--- config.mk ---
export PLATFORM = sky130hd
export DESIGN_NAME = jtag_idcode_reader_flat
export DESIGN_NICKNAME = d
export VERILOG_FILES = /design/src/rtl/jtag_idcode_reader_if.sv /design/src/rtl/jtag_idcode_reader.sv /design/src/flat_wrapper.sv
export SDC_FILE = /design/constraint.sdc
export NUM_CORES = 1
export LEC_CHECK = 0
export BUFFER_PORTS_ARGS = -buffer_cell sky130_fd_sc_hd__buf_2
export CAP_MARGIN = 10
export CORE_AREA = 5 5 107 69
export CTS_BUF_LIST = sky130_fd_sc_hd__clkbuf_8
export CTS_CLUSTER_DIAMETER = 30
export CTS_CLUSTER_SIZE = 14
export DETAILED_ROUTE_END_ITERATION = 12
export DIE_AREA = 0 0 112 74
export GPL_TIMING_DRIVEN = 1
export PLACE_DENSITY_LB_ADDON = 0.2
export SLEW_MARGIN = 25
export SYNTH_ARGS = -nofsm -noshare
export SYNTH_HDL_FRONTEND = slang
export SYNTH_SLANG_ARGS = --single-unit
--- constraint.sdc ---
create_clock -name reg_clk -period 5.98 [get_ports reg_clk]
set_clock_uncertainty 0.05 [all_clocks]
set_input_delay 1.196 -clock reg_clk [delete_from_list [all_inputs] [get_ports reg_clk]]
set_output_delay 1.196 -clock reg_clk [all_outputs]
set_load 0.02 [all_outputs]
--- src/rtl/jtag_idcode_reader_if.sv ---
// Host-side bundle for the JTAG IDCODE reader: request/response handshake,
// captured result, and the 4-wire TAP link to the target.
interface jtag_idcode_reader_if #(
    parameter int IDCODE_LENGTH = 32
);
    logic                     start;
    logic                     busy;
    logic                     done;
    logic [IDCODE_LENGTH-1:0] idcode_out;
    logic                     id_match;
    logic                     id_err;
    logic                     jtag_tck;
    logic                     jtag_tms;
    logic                     jtag_tdi;
    logic                     jtag_tdo;

    // Environment side: issues start, observes results, and drives TDO back as the target.
    modport master (
        output start,
        output jtag_tdo,
        input  busy,
        input  done,
        input  idcode_out,
        input  id_match,
        input  id_err,
        input  jtag_tck,
        input  jtag_tms,
        input  jtag_tdi
    );

    // Reader side: accepts start, generates the TAP clock and control, and reports the result.
    modport slave (
        input  start,
        input  jtag_tdo,
        output busy,
        output done,
        output idcode_out,
        output id_match,
        output id_err,
        output jtag_tck,
        output jtag_tms,
        output jtag_tdi
    );
endinterface

--- src/rtl/jtag_idcode_reader.sv ---
// JTAG IDCODE reader. On start it derives TCK from reg_clk, forces the target
// TAP through Test-Logic-Reset (which selects IDCODE), walks to Shift-DR,
// shifts IDCODE_LENGTH bits out of TDO LSB-first, and parks the TAP in
// Run-Test/Idle. Each TCK period is CLK_DIV cycles low then CLK_DIV high.
module jtag_idcode_reader #(
    parameter int                       IDCODE_LENGTH   = 32,
    parameter int                       CLK_DIV         = 2,
    parameter logic [IDCODE_LENGTH-1:0] EXPECTED_IDCODE = 32'hBA20A005
) (
    input  logic                 reg_clk,
    input  logic                 reg_rst,
    jtag_idcode_reader_if.slave  bus
);
    localparam int DIV_W = (CLK_DIV > 1) ? $clog2(CLK_DIV) : 1;
    localparam int CNT_W = $clog2(IDCODE_LENGTH + 6);

    localparam logic [DIV_W-1:0] DIV_LAST   = DIV_W'(CLK_DIV - 1);
    localparam logic [CNT_W-1:0] SHIFT_LAST = CNT_W'(IDCODE_LENGTH - 1);

    typedef enum logic [2:0] {
        S_IDLE,
        S_TAP_RESET,
        S_TO_SHIFT,
        S_SHIFT,
        S_TO_IDLE,
        S_FINISH
    } state_t;

    state_t                   r_state;
    logic [DIV_W-1:0]         r_div;
    logic [CNT_W-1:0]         r_cnt;
    logic                     r_tck;
    logic                     r_tms;
    logic                     r_busy;
    logic                     r_done;
    logic [IDCODE_LENGTH-1:0] r_shift;
    logic [IDCODE_LENGTH-1:0] r_idcode;
    logic                     r_match;
    logic                     r_err;

    logic                     w_half_end;
    logic                     w_last_period;
    state_t                   w_next_state;
    logic [CNT_W-1:0]         w_next_cnt;
    logic                     w_next_tms;

    // TMS value for TCK period n of a walking state.
    function automatic logic tms_of(input state_t s, input logic [CNT_W-1:0] n);
        case (s)
            S_TAP_RESET: return 1'b1;
            S_TO_SHIFT:  return (n == CNT_W'(1));
            S_SHIFT:     return (n == SHIFT_LAST);
            S_TO_IDLE:   return (n == CNT_W'(0));
            default:     return 1'b0;
        endcase
    endfunction

    assign w_half_end = (r_div == DIV_LAST);

    // Decide where the next TCK period belongs and what TMS it carries.
    always_comb begin
        // NOTE: every output of this block gets a default first, so no path leaves one unassigned and no latch is inferred.
        w_last_period = 1'b0;
        w_next_state  = r_state;
        w_next_cnt    = r_cnt + 1'b1;
        case (r_state)
            S_TAP_RESET: w_last_period = (r_cnt == CNT_W'(4));
            S_TO_SHIFT:  w_last_period = (r_cnt == CNT_W'(3));
            S_SHIFT:     w_last_period = (r_cnt == SHIFT_LAST);
            S_TO_IDLE:   w_last_period = (r_cnt == CNT_W'(1));
            default:     w_last_period = 1'b0;
        endcase
        if (w_last_period) begin
            w_next_cnt = '0;
            case (r_state)
                S_TAP_RESET: w_next_state = S_TO_SHIFT;
                S_TO_SHIFT:  w_next_state = S_SHIFT;
                S_SHIFT:     w_next_state = S_TO_IDLE;
                S_TO_IDLE:   w_next_state = S_FINISH;
                default:     w_next_state = r_state;
            endcase
        end
        w_next_tms = tms_of(w_next_state, w_next_cnt);
    end

    // Transaction FSM with TCK divider, TDO capture and registered outputs.
    always_ff @(posedge reg_clk) begin
        // NOTE: non-blocking assignments throughout, so every flop sees the pre-edge values of the others.
        if (reg_rst) begin
            r_state  <= S_IDLE;
            r_div    <= '0;
            r_cnt    <= '0;
            r_tck    <= 1'b0;
            r_tms    <= 1'b1;
            r_busy   <= 1'b0;
            r_done   <= 1'b0;
            r_shift  <= '0;
            r_idcode <= '0;
            r_match  <= 1'b0;
            r_err    <= 1'b0;
        end else begin
            case (r_state)
                S_IDLE: begin
                    r_done <= 1'b0;
                    if (bus.start) begin
                        r_state <= S_TAP_RESET;
                        r_busy  <= 1'b1;
                        r_cnt   <= '0;
                        r_div   <= '0;
                        r_tck   <= 1'b0;
                        r_tms   <= 1'b1;
                    end
                end
                S_FINISH: begin
                    r_done  <= 1'b0;
                    r_state <= S_IDLE;
                end
                default: begin
                    if (!w_half_end) begin
                        r_div <= r_div + 1'b1;
                    end else begin
                        r_div <= '0;
                        if (!r_tck) begin
                            // Rising TCK: TDO was launched on the previous falling edge and is stable now.
                            r_tck <= 1'b1;
                            if (r_state == S_SHIFT)
                                r_shift <= {bus.jtag_tdo, r_shift[IDCODE_LENGTH-1:1]};
                        end else begin
                            // Falling TCK ends the period; the next period's TMS is set on entry.
                            r_tck   <= 1'b0;
                            r_state <= w_next_state;
                            r_cnt   <= w_next_cnt;
                            r_tms   <= w_next_tms;
                            if (w_next_state == S_FINISH) begin
                                r_busy   <= 1'b0;
                                r_done   <= 1'b1;
                                r_idcode <= r_shift;
                                r_match  <= (r_shift == EXPECTED_IDCODE);
                                r_err    <= ~r_shift[0];
                            end
                        end
                    end
                end
            endcase
        end
    end

    assign bus.busy       = r_busy;
    assign bus.done       = r_done;
    assign bus.idcode_out = r_idcode;
    assign bus.id_match   = r_match;
    assign bus.id_err     = r_err;
    assign bus.jtag_tck   = r_tck;
    assign bus.jtag_tms   = r_tms;
    assign bus.jtag_tdi   = 1'b1;
endmodule

--- src/flat_wrapper.sv ---
// flat-port wrapper written by rule: the top's interface ports become plain ports
module jtag_idcode_reader_flat 
#(
    parameter int                       IDCODE_LENGTH   = 32,
    parameter int                       CLK_DIV         = 2,
    parameter logic [IDCODE_LENGTH-1:0] EXPECTED_IDCODE = 32'hBA20A005
)
  (reg_clk, reg_rst, bus_start, bus_jtag_tdo, bus_busy, bus_done, bus_idcode_out, bus_id_match, bus_id_err, bus_jtag_tck, bus_jtag_tms, bus_jtag_tdi);
  jtag_idcode_reader_if #(.IDCODE_LENGTH(IDCODE_LENGTH)) bus_i ();
  input  logic reg_clk;
  input  logic reg_rst;
  input wire logic [$bits(bus_i.start)-1:0] bus_start;
  input wire logic [$bits(bus_i.jtag_tdo)-1:0] bus_jtag_tdo;
  output wire logic [$bits(bus_i.busy)-1:0] bus_busy;
  output wire logic [$bits(bus_i.done)-1:0] bus_done;
  output wire logic [$bits(bus_i.idcode_out)-1:0] bus_idcode_out;
  output wire logic [$bits(bus_i.id_match)-1:0] bus_id_match;
  output wire logic [$bits(bus_i.id_err)-1:0] bus_id_err;
  output wire logic [$bits(bus_i.jtag_tck)-1:0] bus_jtag_tck;
  output wire logic [$bits(bus_i.jtag_tms)-1:0] bus_jtag_tms;
  output wire logic [$bits(bus_i.jtag_tdi)-1:0] bus_jtag_tdi;
  assign bus_i.start = bus_start;
  assign bus_i.jtag_tdo = bus_jtag_tdo;
  assign bus_busy = bus_i.busy;
  assign bus_done = bus_i.done;
  assign bus_idcode_out = bus_i.idcode_out;
  assign bus_id_match = bus_i.id_match;
  assign bus_id_err = bus_i.id_err;
  assign bus_jtag_tck = bus_i.jtag_tck;
  assign bus_jtag_tms = bus_i.jtag_tms;
  assign bus_jtag_tdi = bus_i.jtag_tdi;
  jtag_idcode_reader #(.IDCODE_LENGTH(IDCODE_LENGTH), .CLK_DIV(CLK_DIV), .EXPECTED_IDCODE(EXPECTED_IDCODE)) u_core (.reg_clk(reg_clk), .reg_rst(reg_rst), .bus(bus_i));
endmodule
Word level (Yosys, flattened, before mapping). Index checks and enable logic that the tools add are counted. Widths: inputs -> output; s select.

Flip-flop bits (word level): 80. Input port bits: 4. Output and inout port bits: 39. Logic and storage cells: 79.

Add/subtract/negate cells: 2. Eq/ne operators: 18. Muxes and demuxes: 27. Bitwise gates (word level): 4. Reduce and logical (&&, ||, !) cells: 17.

Operator list (count): $eq 32x32->1 const B (1); $mux 6 (4); $eq 3x2->1 const B (4); $eq 3x3->1 const B (4); $eq 6x1->1 const B (2); $eq 6x5->1 const B (2); $mux 3 (4); $pmux 3 s4 (1); $pmux 6 s2 (1); $reduce_and 4->1 (3); $mux 1 (10); $reduce_and 3->1 (3); $pmux 1 s2 (4); $pmux 1 s4 (2); $add 6x1->6 const B (1); $eq 3x1->1 const B (2); $eq 6x2->1 const B (1); $eq 6x3->1 const B (1); $logic_not 6->1 (1); $pmux 3 s2 (1); $reduce_bool 2->1 (3); $reduce_bool 3->1 (2); $reduce_and 5->1 (1); $not 1->1 (4); 6 further kinds (6).

Longest topological paths before layout.
Depth after elaboration: 8. Depth in mapped cells: 9. Depth with buffers taken out: 7.

Worst setup path before layout. Ideal clock, no wire load.

Kind: in2reg. Start point: input reg_rst. End point: register u_core.r_match, in the netlist u_core.bus.id_match. Setup time: 131 ps. Arrival time: 1928 ps. Required time: 5799 ps. Path slack: 3870 ps. Cell stages on the path: 4. Path buffers: 2. Cells stage by stage: clkbuf_1 clkbuf_1 nand3b_1 o21ai_0.

RTL lines: from (decl) (RTL line flat_wrapper.sv:11) `input logic reg_rst;`; to (signal assigned) (RTL line jtag_idcode_reader.sv:138) `r_match <= (r_shift == EXPECTED_IDCODE);`; to (decl) (RTL line jtag_idcode_reader.sv:38) `logic r_match;`.

Worst setup path in the final report.
Start point: register u_core.r_state[1]. End point: register u_core.r_idcode[16], in the netlist u_core.bus.idcode_out[16].

Word-level cells in the longest chain between the ends: 5. Elaborated cells between the ends (all ways): 13. Those cells by class: eq/ne (6); mux (3); bitwise (1); reduce/logical (3).

Ends and longest elaborated chain: from (decl) (RTL line jtag_idcode_reader.sv:29) `state_t r_state;`; from (signal assigned) (RTL line jtag_idcode_reader.sv:131) `r_state <= w_next_state;`; $eq 3x3->1, or another cell as far along (RTL line jtag_idcode_reader.sv:66, jtag_idcode_reader.sv:75); $pmux 3 s4 / $pmux 1 s4 (equally long branches) (RTL line jtag_idcode_reader.sv:75, jtag_idcode_reader.sv:66); $mux 3 (RTL line jtag_idcode_reader.sv:73) `if (w_last_period) begin`; $eq 3x3->1 (RTL line jtag_idcode_reader.sv:134) `if (w_next_state == S_FINISH) begin`; $reduce_and 4->1 (no source line) (*); to (signal assigned) (RTL line jtag_idcode_reader.sv:137) `r_idcode <= r_shift;`; to (decl) (RTL line jtag_idcode_reader.sv:37) `logic [IDCODE_LENGTH-1:0] r_idcode;`.

Mark *: on every way between the ends. The rest lies on a longest branch, timed or not. A chain may end at the register's enable or synchronous reset.

==> flow_metrics.env <==
export IMPL_status="completed"
export IMPL_internal_power_uw=780
export IMPL_clock_latency_ns=0.35
export IMPL_synth_edf_count=0
export IMPL_hp_start="u_core.bus.jtag_tms"
export IMPL_route_detailed_drc=0
export IMPL_worst_ep_required_time_ns=6.21
export IMPL_rr_startpoint="u_core.r_state[1]"
export IMPL_nFillCells=599
export IMPL_switching_power_uw=232
export IMPL_ys_flop_type="dfxtp_1"
export IMPL_synthMuxAreaShare_pct=0.292
export IMPL_clock_path_buffers=2
export IMPL_cp_end_kind="register"
export IMPL_grt_pass1_vias=2767
export IMPL_ir_drop_uv=174
export IMPL_ys_seq_area_share_pct=46.7
export IMPL_drv_slew=0
export IMPL_syn_to_final_growth_pct=12.5
export IMPL_r2r_end="u_core.bus.idcode_out[16]"
export IMPL_routed_via_density=5.47
export IMPL_cpPeakStageDelay_ns=0.89
export IMPL_power_leakage_uw=0.00146
export IMPL_io_pins=43
export IMPL_synth_net_count=453
export IMPL_synth_simple_area_share_pct=28.0
export IMPL_clkTransAtPathRegs_ns=0.09
export IMPL_yosys_area_share_xor_xnor_pct=1.02
export IMPL_placement_io_buffers=41
export IMPL_drtPass1Iterations=5
export IMPL_synth_adder_area_share_pct=0.365
export IMPL_start_util_pct=53.9
export IMPL_place_gp_congestion=0.842
export IMPL_synth_area_top_cells="dfxtp_1 (47%), nand2_1 (15%), a21oi_1 (11%)"
export IMPL_cts_max_level=3
export IMPL_timing_final_crit_share_pct=52.1
export IMPL_clkSinkCount=80
export IMPL_rsz0062_at_grt="false"
export IMPL_num_vias=3080
export IMPL_fin_tns_setup_ns=0
export IMPL_maxCapViolCount=0
export IMPL_ys_types=52
export IMPL_p_clk_share_pct=44.4
export IMPL_syn_area_mm2=0.00343
export IMPL_avgSynthCellArea_um2=7.65
export IMPL_crit_type="reg2reg"
export IMPL_grt_max_degree=52
export IMPL_cts_root_buf="clkbuf_8"
export IMPL_p_sw_share_pct=22.9
export IMPL_die_area_mm2=0.00829
export IMPL_grt_pass1_wl_um=13300
export IMPL_max_slew_worst_pin_slew_ns=0.936
export IMPL_num_rows=23
export IMPL_period_minus_slack_ns=3.11
export IMPL_synth_most_common_cell="nand2_1"
export IMPL_crit_chain="xor2_1, a32oi_1, a211oi_2, and3_1, buf_4, nand2_1, a21oi_1"
export IMPL_diodes=0
export IMPL_slew_headroom_pct=37.4
export IMPL_synth_top_family_by_area="simple AND/OR/NAND/NOR gates"
export IMPL_postCtsSetupRepairBufs=0
export IMPL_antenna_left=0
export IMPL_postSynthCellCount=448
export IMPL_cpMaxStageDelayCell="dfxtp_1"
export IMPL_cp_top_family="flip-flops"
export IMPL_wire_per_inst_um=14.1
export IMPL_worstPathArrival_ns=3.34
export IMPL_wl_um=7960
export IMPL_die_h_um=74
export IMPL_synth_top_area_cell="dfxtp_1"
export IMPL_cts_hold_fix_buffers=0
export IMPL_tritoncts="yes"
export IMPL_worstPathBufferInverterCount=1
export IMPL_drt_iter0_markers=288
export IMPL_ys_ff_latch=80
export IMPL_synth_top_cell_area_share_pct=46.7
export IMPL_max_freq_mhz=321
export IMPL_yosys_warnings=0
export IMPL_cp_start_kind="register"
export IMPL_setup_viol=0
export IMPL_reg2reg_slack_ns=2.87
export IMPL_cts_buffers=9
export IMPL_synth_compound_area_share_pct=18.5
export IMPL_path_max_fanout=25
export IMPL_hold_violations=0
export IMPL_core_area_mm2=0.00636
export IMPL_dp_hpwl_um=5300
export IMPL_min_to="u_core.bus.jtag_tms"
export IMPL_antenna_found_initial=0
export IMPL_ys_async_sr_fraction_pct=0
export IMPL_cellPowerDensity_mw_per_mm2=262
export IMPL_globalRouteTotalUtil_pct=19.8
export IMPL_drive_gt1_share_pct=13.9
export IMPL_grt_overflow_total=0
export IMPL_p_comb_share_pct=2.4
export IMPL_rr_worst_depth=7
export IMPL_synth_common_cells="nand2_1 (141), dfxtp_1 (80), a21oi_1 (72)"
export IMPL_cts_resized=0
export IMPL_utilization_pct=60.6
export IMPL_die_x_um=112
export IMPL_worstHoldPathCells=2
export IMPL_layout_nets=476
export IMPL_power_frac_seq_pct=53.2
export IMPL_holdCritPathClass="reg2reg"
==> worst max path at each step <==
stage,from,to,cells past startpoint
floorplan,reg_rst,u_core.bus.id_match,4
global placement,u_core.r_state[1],u_core.bus.idcode_out[6],7
detailed placement,u_core.r_state[1],u_core.bus.idcode_out[16],7
CTS,u_core.r_state[1],u_core.bus.idcode_out[16],7
global route,u_core.r_state[1],u_core.bus.idcode_out[10],7
finish,u_core.r_state[1],u_core.bus.idcode_out[16],7
==> cell type report <==
type                    count  area, um^2  share of cell area [%]
clock buffers               9         124                    3.21
flip-flops and latches     80        1600                    41.6
repair buffers             46         243                    6.30
well taps                  87         109                    2.82
inverters                   4        15.0                   0.390
multi-input cells         330        1660                    43.1
clock inverters             7         103                    2.66
==> cell usage in the layout, fill, tap and decap left out, types with 4 or more instances in the layout <==
master	n
o21ai_0	12
buf_2	41
nand2_1	141
nor4b_1	4
buf_4	5
a21oi_1	72
inv_1	4
clkbuf_8	9
nand2b_1	5
nor3_1	7
nor2_1	24
dfxtp_1	80
nand3_1	6
a31oi_1	4
==> registers in the layout, indices dropped and copies added, names as in the netlist <==
name,cells
u_core.bus.id_match,1
u_core.r_cnt,6
u_core.bus.idcode_out,32
u_core.r_state,3
u_core.r_div,1
u_core.bus.jtag_tck,1
u_core.bus.busy,1
u_core.r_shift,32
u_core.bus.jtag_tms,1
u_core.bus.done,1
u_core.bus.id_err,1
==> power by group through the flow <==
stage / combinational [uW] / sequential (uW) / clock (uW)
floorplan: 17.9 / 550 / 0
global route: 26.2 / 539 / 478
global placement: 23.6 / 551 / 0
detailed placement: 23.7 / 551 / 0
finish: 24.0 / 538 / 449
CTS: 23.6 / 538 / 455
==> cell families after synthesis <==
| group | Yosys count |
|---|---|
| AOI/OAI and AO/OA | 109 |
| xor gates and xnor gates | 4 |
| DFF | 80 |
| muxes | 1 |
| adders and majority gates | 1 |
| other | 1 |
| and+or+nand+nor | 214 |
| buffers and inverters | 38 |
==> worst register-to-register path: stages, from the launching register on <==
cell and delay (ns):
dfxtp_1 0.89, xor2_1 0.28, a32oi_1 0.10, a211oi_2 0.62, and3_1 0.50, buf_4 0.35, nand2_1 0.10, a21oi_1 0.15
==> routing by layer <==
| metal | global-route usage, % | share of wire (%) |
|---|---|---|
| met1 | 28.2 | 51 |
| met2 | 30.5 | 42 |
| met3 | 6.26 | 7.0 |
| met4 | 2.93 | 0.36 |
| met5 | 0 | 0 |
==> metrics by stage <==
stage	hold WS (ns)	cells	setup slack, ns	total power (uW)	cell area, um^2
after detailed placement	0.385	547	2.93	574	3630
after global routing	0.425	563	2.61	1040	3850
final	0.397	563	2.87	1010	3850
after floorplan	0.403	448	3.87	567	3430
after CTS	0.397	563	2.90	1020	3850
after global placement	0.384	547	3.10	575	3630
Note: power is estimated with default switching activity, not from simulation.
